[src/rtl/gzip_member_sequencer.sv]
// gzip_member_sequencer: wraps a deflate byte stream in a GZIP member (10-byte header, body, CRC32/ISIZE trailer).
// Optional GZIP_SEQ_STATS_EN adds out_byte_count, the number of output transfers since the last start.
module gzip_member_sequencer #(
   parameter logic [7:0] OS_ID   = 8'h03,
   parameter logic [7:0] XFL_VAL = 8'h00
) (
   input  logic        core_clock,
   input  logic        rst_n,
   input  logic        start,
   input  logic        raw_byte_stb,
   input  logic [7:0]  enc_data,
   input  logic        enc_valid,
   input  logic        enc_last,
   output logic        enc_ready,
   input  logic [31:0] crc_value,
   input  logic        crc_done,
   output logic [7:0]  out_data,
   output logic        out_valid,
   input  logic        out_ready,
   output logic        out_eof,
   output logic        busy,
`ifdef GZIP_SEQ_STATS_EN
   output logic [31:0] out_byte_count,
`endif
   output logic        done
);
   typedef enum logic [2:0] {IDLE, HEADER, BODY, WAIT_CRC, TRAILER} state_t;
   state_t      state_q, state_d;
   logic [3:0]  idx_q, idx_d;
   logic [31:0] isize_q, isize_d;
   logic [63:0] trl_q, trl_d;
   logic        done_q, done_d;
   logic [7:0]  hdr_byte, trl_byte;
   logic        xfer, cnt_en;
   assign hdr_byte = (idx_q == 4'd0) ? 8'h1f :
                     (idx_q == 4'd1) ? 8'h8b :
                     (idx_q == 4'd2) ? 8'h08 :
                     (idx_q == 4'd8) ? XFL_VAL :
                     (idx_q == 4'd9) ? OS_ID : 8'h00;
   // trailer is held as {isize, crc} so byte idx is simply the idx-th byte, LSB first
   assign trl_byte  = trl_q[{idx_q[2:0], 3'b000} +: 8];
   assign out_valid = (state_q == HEADER) || (state_q == TRAILER) || ((state_q == BODY) && enc_valid);
   assign out_data  = (state_q == HEADER)  ? hdr_byte :
                      (state_q == BODY)    ? enc_data :
                      (state_q == TRAILER) ? trl_byte : 8'h00;
   assign out_eof   = (state_q == TRAILER) && (idx_q == 4'd7);
   assign enc_ready = (state_q == BODY) && out_ready;
   assign busy      = (state_q != IDLE);
   assign done      = done_q;
   assign xfer      = out_valid && out_ready;
   assign cnt_en    = raw_byte_stb && ((state_q == HEADER) || (state_q == BODY) || (state_q == WAIT_CRC));
   always_comb begin
      state_d = state_q;
      idx_d   = idx_q;
      isize_d = cnt_en ? isize_q + 32'd1 : isize_q;
      trl_d   = trl_q;
      done_d  = 1'b0;
      case (state_q)
         IDLE: if (start) begin
            state_d = HEADER;
            idx_d   = 4'd0;
            isize_d = 32'd0;
         end
         HEADER: if (xfer) begin
            idx_d   = (idx_q == 4'd9) ? 4'd0 : idx_q + 4'd1;
            state_d = (idx_q == 4'd9) ? BODY : HEADER;
         end
         BODY: if (xfer && enc_last) state_d = WAIT_CRC;
         WAIT_CRC: if (crc_done) begin
            state_d = TRAILER;
            idx_d   = 4'd0;
            trl_d   = {isize_d, crc_value};
         end
         TRAILER: if (xfer) begin
            idx_d   = (idx_q == 4'd7) ? 4'd0 : idx_q + 4'd1;
            state_d = (idx_q == 4'd7) ? IDLE : TRAILER;
            done_d  = (idx_q == 4'd7);
         end
         default: state_d = IDLE;
      endcase
   end
   always_ff @(posedge core_clock or negedge rst_n) begin
      if (!rst_n) begin
         state_q <= IDLE;
         idx_q   <= 4'd0;
         isize_q <= 32'd0;
         trl_q   <= 64'd0;
         done_q  <= 1'b0;
      end else begin
         state_q <= state_d;
         idx_q   <= idx_d;
         isize_q <= isize_d;
         trl_q   <= trl_d;
         done_q  <= done_d;
      end
   end
`ifdef GZIP_SEQ_STATS_EN
   logic [31:0] obc_q, obc_d;
   assign obc_d = ((state_q == IDLE) && start) ? 32'd0 : xfer ? obc_q + 32'd1 : obc_q;
   assign out_byte_count = obc_q;
   always_ff @(posedge core_clock or negedge rst_n) begin
      if (!rst_n) obc_q <= 32'd0;
      else        obc_q <= obc_d;
   end
`endif
endmodule

[config.mk]
export PLATFORM = sky130hd
export DESIGN_NAME = gzip_member_sequencer
export DESIGN_NICKNAME = d
export VERILOG_FILES = /design/src/rtl/gzip_member_sequencer.sv
export SDC_FILE = /design/constraint.sdc
export NUM_CORES = 1
export LEC_CHECK = 0
export ABC_AREA = 1
export CAP_MARGIN = 5
export CORE_UTILIZATION = 39
export CTS_BUF_LIST = sky130_fd_sc_hd__clkbuf_8
export CTS_CLUSTER_SIZE = 16
export DETAILED_ROUTE_END_ITERATION = 8
export SYNTH_ARGS = -nofsm -noshare
export SYNTH_HDL_FRONTEND = slang
export SYNTH_SLANG_ARGS = --single-unit
[constraint.sdc]
create_clock -name core_clock -period 4.81 [get_ports core_clock]
set_input_delay 0.962 -clock core_clock [delete_from_list [all_inputs] [get_ports core_clock]]
set_output_delay 0.962 -clock core_clock [all_outputs]
set_load 0.02 [all_outputs]
### Yosys cells after proc, flatten, opt, wreduce, memory -nomap -nowiden

Index checks and enable logic that the tools add are counted.

| operators by class | value |
|---|---|
| $add $sub $neg | 2 |
| equality and inequality tests | 14 |
| shift operators | 1 |
| muxes and demuxes | 28 |
| reduce and logical (&&, ||, !) cells | 17 |

Operator list:

| kind | count |
|---|---|
| $mux W32 | 3 |
| $shiftx A64 B7 Y8 | 1 |
| $mux W8 | 5 |
| $add A32 B1 Y32 const B | 1 |
| $mux W4 | 7 |
| $mux W3 | 6 |
| $pmux W4 S4 | 1 |
| $pmux W3 S5 | 1 |
| $reduce_and A5 Y1 | 2 |
| $eq A4 B4 Y1 const B | 2 |
| $ne A2 B2 Y1 const B | 4 |
| $eq A3 B2 Y1 const B | 2 |
| $logic_and A1 B1 Y1 | 6 |
| $mux W2 | 3 |
| $add A4 B1 Y4 const B | 1 |
| $eq A4 B1 Y1 const B | 1 |
| $eq A4 B2 Y1 const B | 1 |
| $eq A4 B3 Y1 const B | 1 |
| $logic_not A4 Y1 | 1 |
| $logic_or A1 B1 Y1 | 4 |
| $reduce_bool A4 Y1 | 1 |
| $eq A3 B1 Y1 const B | 1 |
| $eq A3 B3 Y1 const B | 1 |
| $logic_not A3 Y1 | 1 |
| other kinds (4) | 5 |

| word-level totals | value |
|---|---|
| register bits after elaboration | 104 |
| bits of input ports | 48 |
| output and inout port bits | 13 |
| logic and storage cells | 67 |

### Logic depth before layout (Yosys ltp)

Gate-level depths: netlist (run 1).

| logic depth | value |
|---|---|
| depth after elaboration | 7 |
| gate-level depth with buffers | 11 |
| depth with buffers taken out | 10 |

### Least setup slack after synthesis (run 1)

No wires, ideal clock.

| timing | value |
|---|---|
| path kind | reg-to-output |
| start point | register idx_q[0] |
| end point | output out_data[0] |
| arrival time | 1.649 ns |
| slack | 2.199 ns |
| stages on the path, launching flop included | 8 |
| buffers on the path | 2 |
| cells stage by stage | dfrtp_1 buf_2 inv_1 buf_1 ha_1 o21ai_0 o21ai_0 nand3_1 |

| on the way | value |
|---|---|
| cells in the longest elaborated chain, start to end | 7 |
| elaborated cells between the ends (all ways) | 14 |
| classes of those cells | 4 x eq/ne; 1 x shift; 8 x mux; 1 x reduce/logical |

Ends and longest elaborated chain:

| element | line | RTL |
|---|---|---|
| start, declared | 29 | `logic [3:0] idx_q, idx_d;` |
| start signal, assigned | 91 | `idx_q <= idx_d;` |
| branches (longest 6 deep; another with $shiftx A64 B7 Y8) | - |  |
| $mux W8 (*) | 43 | `assign out_data = (state_q == HEADER) ? hdr_byte :` |
| end, declared | 17 | `output logic [7:0] out_data,` |

Every way passes the cells marked *.

### Worst setup path in the final report (run 1)

| timing | value |
|---|---|
| start point | register idx_q[1] |
| end point | output out_data[0] |

Same word-level chain as after synthesis.

==> out/results.tsv, run 1 <==
metric	value	unit
cts.clk_slew.worst_paths	0.11	ns
coreArea	14000	um^2
cts_resized	0	
drt-met1-wl	6680	um
ys_seq_area_share	46.2	%
viasPerCell	5.09	
routed_wirelength	14500	um
route.detailed.drc	0	
drt_iter0_markers	375	
ys.flop_type	dfrtp_1	
drtPass1Iterations	5	
syn_nets	807	
drive_above_1_share	5.85	%
cap_violations	0	
portBuffers	60	
syn_inst	754	
crit_type	flop to output port	
dp.cells	968	
yosys-top-cells-area	dfrtp_1 46%, nand2_1 17%, nor2_1 5.7%	
yosys_warnings	0	
synth_area_leader_cell	dfrtp_1	
crit_arrival	3.29	ns
synth_edf_count	0	
die_w	122	um
status	finished, final reports clean	
cp_data_required_time	3.85	ns
grt_usage	20.6	%
async_reset_ff_share	100	%
fmax	235	MHz
ctsHoldBuffers	0	
nNetsFinal	852	
setup_viol	0	
pwr_density_cell	431	nW/um^2
finalNonFillerCells	984	
synthDominantCellAreaShare	46.2	%
h-tree-depth	3	
clock-sinks	104	
area_growth	16.9	%
p_total	2.84	mW
cts_buffer_depth	2	
yosys-top-cells-count	262 x nand2_1, 104 x dfrtp_1, 86 x nor2_1	
ir_drop	192	uV
finalMaxSlewViolations	0	
route.met3.wl	854	um
rsz0062_at_grt	false	
grt_pass1_vias	4796	
antenna_cells	0	
post-route-util	47.1	%
cts_tree	yes	
overflow	0	
crit_fanout	28	
antenna_left	0	
post_cts_buffers	0	
worst_pin_slew	1.17	ns
fp-row-count	43	
synth_area	5640	um^2
clk-insertion-delay-late	0.39	ns
cts_buffers	9	
finalHoldViolations	0	
place_congestion	0.865	
grt_max_degree	78	
dieArea	14900	um^2
post-route-period-util	88.5	%
pin_count	61	
postSynthAreaPerCell	7.48	um^2
clockRootBuffer	clkbuf_8	
setup_ws	0.555	ns
dp_hpwl	10500	um
fp.dieH	122	um
grt_first_pass_wirelength	23700	um
dp_slack	1.04	ns
start_kind	flop	
top_layer	met4	
wl_met2	6730	um
antenna_found_initial	0	
slew-limit-headroom	22.2	%
cp-end-kind	output port	
synth.distinct_cells	37	
fin_worst_skew	0.0131	ns
wl_per_cell	14.7	um
ys_seq_elements	104	
fin_crit	4.26	ns
leakage	3.18	nW
num_vias	5012	
yosysMostFrequentCell	nand2_1	
fin_tns_setup	0	ns
initial_core_util	40.3	%
hold_path_class	flop to flop	
where the power goes:
part	switching [mW]	leakage (nW)	total, mW	internal (mW)
Clock	0.322	0.115	0.631	0.310
Combinational	0.590	1.69	0.963	0.372
Sequential	0.169	1.38	1.25	1.08
Total	1.08	3.18	2.84	1.76
worst max-delay path: stages (launching register included):
cell             delay (ns)
dfrtp_1                0.84
clkinv_1               0.53
ha_1                   0.39
nand3_1                0.15
o21ai_0                0.09
o21ai_0                0.23
nand3_1                0.11
clkdlybuf4s50_1        0.55
layout make-up:
class	instances	area, um^2
clock buffers	10	138
well taps	180	225
inverters	63	236
clock inverters	6	88.8
multi-input cells	557	2670
flip-flops and latches	104	2600
fillers	1377	7400
repair buffers	64	628
through the flow:
stage | hold WS [ns] | cell area, um^2
global route | 0.502 | 6590
floorplan | 0.437 | 5640
global placement | 0.449 | 6360
finish | 0.479 | 6590
CTS | 0.479 | 6590
detailed placement | 0.455 | 6360
cells in the final DEF (no fill, tap or decap):
cell type / Yosys / final
o21a_1: 1 / 1
nor2b_1: 1 / 1
clkdlybuf4s50_1: 0 / 59
nor3_2: 2 / 2
ha_1: 5 / 5
o31ai_1: 2 / 2
xnor2_1: 5 / 5
inv_1: 57 / 58
nor3b_2: 1 / 1
and3_1: 1 / 1
a21oi_1: 14 / 14
nand4_1: 12 / 12
o211ai_1: 9 / 9
nand2_1: 262 / 262
nor2_2: 7 / 7
o22ai_1: 1 / 1
inv_6: 0 / 2
bufinv_16: 0 / 2
o311ai_0: 1 / 1
xor2_2: 2 / 2
o21ai_1: 12 / 12
clkinv_1: 1 / 1
nor2_4: 3 / 4
dfrtp_1: 104 / 104
nor2_8: 2 / 2
clkinvlp_4: 0 / 1
o221ai_1: 6 / 6
nor3_1: 3 / 3
nand3b_1: 3 / 3
nand4_2: 1 / 1
buf_4: 1 / 5
clkbuf_8: 0 / 10
nand3_1: 54 / 54
nand3_4: 3 / 3
o21ai_0: 50 / 50
nor2_1: 86 / 85
inv_2: 5 / 5
xor2_1: 8 / 8
path summary, 6_finish.rpt:
kind,start,end,slack (ns),depth (start not counted)
worst min-delay path,trl_q[23],trl_q[23],0.48,2
worst max register to register,idx_q[1],idx_q[1],2.34,7
max in group asynchronous,rst_n,trl_q[29],3.16,2
worst min register to register,trl_q[23],trl_q[23],0.48,2
min in group asynchronous,rst_n,isize_q[0],0.70,1
worst max-delay path,idx_q[1],out_data[0],0.55,7
flip-flops by register name, indices dropped and copies added (netlist names):
register,flops
done,1
idx_q,4
isize_q,32
state_q,3
trl_q,64
metal layers:
layer	GRT usage (%)	vias to the layer above
met5	0	-
met4	6.33	0
met3	5.25	20
met2	33.6	136
met1	26.7	2351
li1	-	2505
cells by family (layout without fill, tap and decap cells):
logic type	after synthesis	after routing	synth area share, %
XOR/XNOR	15	15	2.60
flip-flops	104	104	46.2
adder cells (fa/ha/maj)	5	5	1.11
buffers and inverters	93	143	6.61
AO/OA/AOI/OAI	96	96	9.54
AND/OR/NAND/NOR	441	441	34.0
Power figures use the tool's default switching activity.
==> run 2: changes to the inputs <==
ABC_AREA = not set   (was 1)
==> run 2 against run 1 <==
Design area fell by 5.8%. Sequential share of layout area up 2.4 points. Clock skew is 0.0016 ns higher. Combinational power grew 14%. Register-to-register slack gained 0.16 ns. Die area shrank 6.5%. Critical path depth is the same. Area after synthesis decreased by 6.6%. Non-clock buffer count up 2. Routed wire length down 11%.
==> out/results.tsv, run 2 <==
metric	value	unit	change
num_vias	4000		-20%
dp.cells	754		-22%
cpPeakStageDelay	0.68	ns	-0.16 ns
yosysMostFrequentCell	nand2_1		
post_cts_buffers	0		unchanged
layout_commonest_cell	nand2_1		
finalMaxSlewViolations	0		unchanged
ys.flop_type	dfrtp_1		
drive_above_1_share	11.1	%	+5.3 points
path_cells	buf_4 -> inv_1 -> ha_1 -> a21oi_1 -> a32oi_1 -> o21ai_0 -> clkdlybuf4s50_1		
crit_fanout	14		-50%
syn_inst	542		-28%
async_reset_ff_share	100	%	unchanged
clock-sinks	104		unchanged
cp_data_required_time	3.85	ns	about the same
pwr_density_cell	478	nW/um^2	+11%
yosys-top-cells-count	140 x nand2_1, 104 x dfrtp_1, 45 x nor2_1		
overflow	0		unchanged
clockRootBuffer	clkbuf_8		
pin_count	61		unchanged
h-tree-depth	3		unchanged
routed_wirelength	12900	um	-11%
drtPass1Iterations	5		unchanged
grt_pass1_vias	4018		-16%
grt_max_degree	85		+9.0%
dieArea	14000	um^2	-6.5%
fp-row-count	42		-2.3%
cpLargestDelayFamily	buffers and inverters		
worst_pin_slew	0.885	ns	-0.281 ns
yosys-top-cells-area	dfrtp_1 49%, nand2_1 10%, mux4_2 6.8%		
layout_common_cells	140 x nand2_1, 104 x dfrtp_1, 59 x clkdlybuf4s50_1		
wl_per_cell	16.7	um	+14%
r2r_start	idx_q[0]		
leakage	2.71	nW	-15%
synth_edf_count	0		unchanged
start_kind	flop		
setup_viol	0		unchanged
fmax	257	MHz	+9.2%
cp-end-kind	output port		
fin_crit	3.90	ns	-0.357 ns
top_layer	met4		
hold_start	trl_q[17]		
fin_tns_setup	0	ns	unchanged
r2r_cells	7		unchanged
reg_top3	trl_q x64, isize_q x32, idx_q x4		
hold_depth	2		unchanged
clk-insertion-delay-late	0.38	ns	about the same
route.detailed.drc	0		unchanged
fin_worst_skew	0.0147	ns	+0.00165 ns
setup_ws	0.912	ns	+0.357 ns
dp_slack	1.30	ns	+0.255 ns
finalNonFillerCells	770		-22%
largest_register_ffs	64		unchanged
drt-met1-wl	5870	um	-12%
crit_arrival	2.94	ns	-0.35 ns
cap_violations	0		unchanged
die_w	118	um	-3.3%
fp.dieH	118	um	-3.3%
worstHoldEndpoint	trl_q[17]		
cts.clk_slew.worst_paths	0.10	ns	about the same
synth.distinct_cells	54		+46%
cp_num_buf_inv	3		+1
grt_usage	19.6	%	-0.95 points
initial_core_util	39.9	%	-0.38 points
hold_path_class	flop to flop		
finalHoldViolations	0		unchanged
antenna_found_initial	0		unchanged
area_growth	17.8	%	
reg2reg_to	idx_q[3]		
antenna_left	0		unchanged
slowest_stage	dfrtp_1		
status	finished, final reports clean		
ir_drop	209	uV	+8.8%
p_total	2.97	mW	+4.6%
viasPerCell	5.19		+2.0%
synth_area_leader_cell	dfrtp_1		
regToRegSetupSlack	2.50	ns	+0.16 ns
ys_seq_elements	104		unchanged
rsz0062_at_grt	false		
synthDominantCellAreaShare	49.4	%	+3.3 points
ys_seq_area_share	49.4	%	+3.3 points
slew-limit-headroom	41.0	%	+19 points
coreArea	13200	um^2	-5.7%
syn_nets	595		-26%
route.met3.wl	800	um	-6.3%
grt_first_pass_wirelength	21100	um	-11%
ctsHoldBuffers	0		unchanged
cts_buffers	9		unchanged
place_congestion	0.817		-5.6%
crit_type	flop to output port		
antenna_cells	0		unchanged
postSynthAreaPerCell	9.72	um^2	+30%
cts_tree	yes		
synth_area	5270	um^2	-6.6%
cts_buffer_depth	2		unchanged
dp_hpwl	9260	um	-12%
wl_met2	5950	um	-11%
nNetsFinal	642		-25%
drt_iter0_markers	297		-21%
cts_resized	0		unchanged
yosys_warnings	0		unchanged
post-route-period-util	81.0	%	-7.4 points
regMostFlops	trl_q		
portBuffers	60		unchanged
==> run 2: changes by cell type in the layout (fill, tap and decap cells not counted), moves of 8 or more <==
| cell | before | now |
|---|---|---|
| xnor2_1 | 5 | 18 |
| nand4_1 | 12 | 3 |
| inv_1 | 58 | 12 |
| o21ai_0 | 50 | 28 |
| nor4_2 | 0 | 8 |
| nor2_1 | 85 | 44 |
| o211ai_1 | 9 | 0 |
| nor3_1 | 3 | 11 |
| nand3_1 | 54 | 10 |
| nand2_1 | 262 | 140 |
| mux2i_1 | 0 | 11 |
| mux4_2 | 0 | 16 |
==> run 2: cell type report <==
type | instances | area (um^2)
tap | 176 | 220
fill | 1226 | 6980
sequential | 104 | 2600
timing repair buffer | 66 | 643
inverter | 13 | 48.8
multi-input combinational | 395 | 2490
clock inverter | 7 | 78.8
clock buffer | 9 | 124
==> run 2: metrics by stage <==
step | cell area [um^2] | utilization (%) | hold WS [ns]
finish | 6210 | 47.1 | 0.480
global route | 6210 | 47.1 | 0.507
CTS | 6210 | 47.1 | 0.482
detailed placement | 6000 | 45.5 | 0.457
global placement | 6000 | 45.5 | 0.453
floorplan | 5270 | - | 0.440
==> run 2: metal layers <==
| layer | vias to the layer above | track usage, % |
|---|---|---|
| met1 | 1939 | 26.1 |
| met3 | 16 | 5.89 |
| li1 | 1948 | - |
| met4 | 0 | 6.65 |
| met5 | - | 0 |
| met2 | 97 | 30.5 |
==> run 2: report_power, final <==
| group | internal (mW) | switching, mW | total (mW) |
|---|---|---|---|
| Combinational | 0.528 | 0.570 | 1.10 |
| Sequential | 1.09 | 0.221 | 1.31 |
| Clock | 0.246 | 0.319 | 0.566 |
| Total | 1.86 | 1.11 | 2.97 |
==> run 2: worst reg2reg max path, delay by kind of cell, from the launching register on <==
| family | cells | cell delay (ns) |
|---|---|---|
| fa+ha+maj | 1 | 0.24 |
| compound gates | 1 | 0.27 |
| flops | 1 | 0.68 |
| buf+inv | 1 | 0.35 |
| simple gates | 4 | 0.65 |
==> run 2: how the worst max path moves through the flow <==
stage,from,end,slack (ns),cells after the start
global route,idx_q[0],out_data[7],0.61,7
floorplan,idx_q[1],out_data[7],2.05,7
global placement,idx_q[0],out_data[7],1.36,7
detailed placement,idx_q[0],out_data[7],1.30,7
CTS,idx_q[0],out_data[7],0.85,7
finish,idx_q[0],out_data[7],0.91,7
==> run 2: cell families (layout without fill, tap and decap cells) <==
logic type | count (synthesis) | in the layout | synth area share (%)
compound gates | 80 | 80 | 8.48
xor+xnor | 25 | 25 | 4.16
fa+ha+maj | 5 | 5 | 1.19
buf+inv | 43 | 95 | 3.52
flops | 104 | 104 | 49.4
mux | 28 | 28 | 9.15
simple gates | 257 | 257 | 24.1
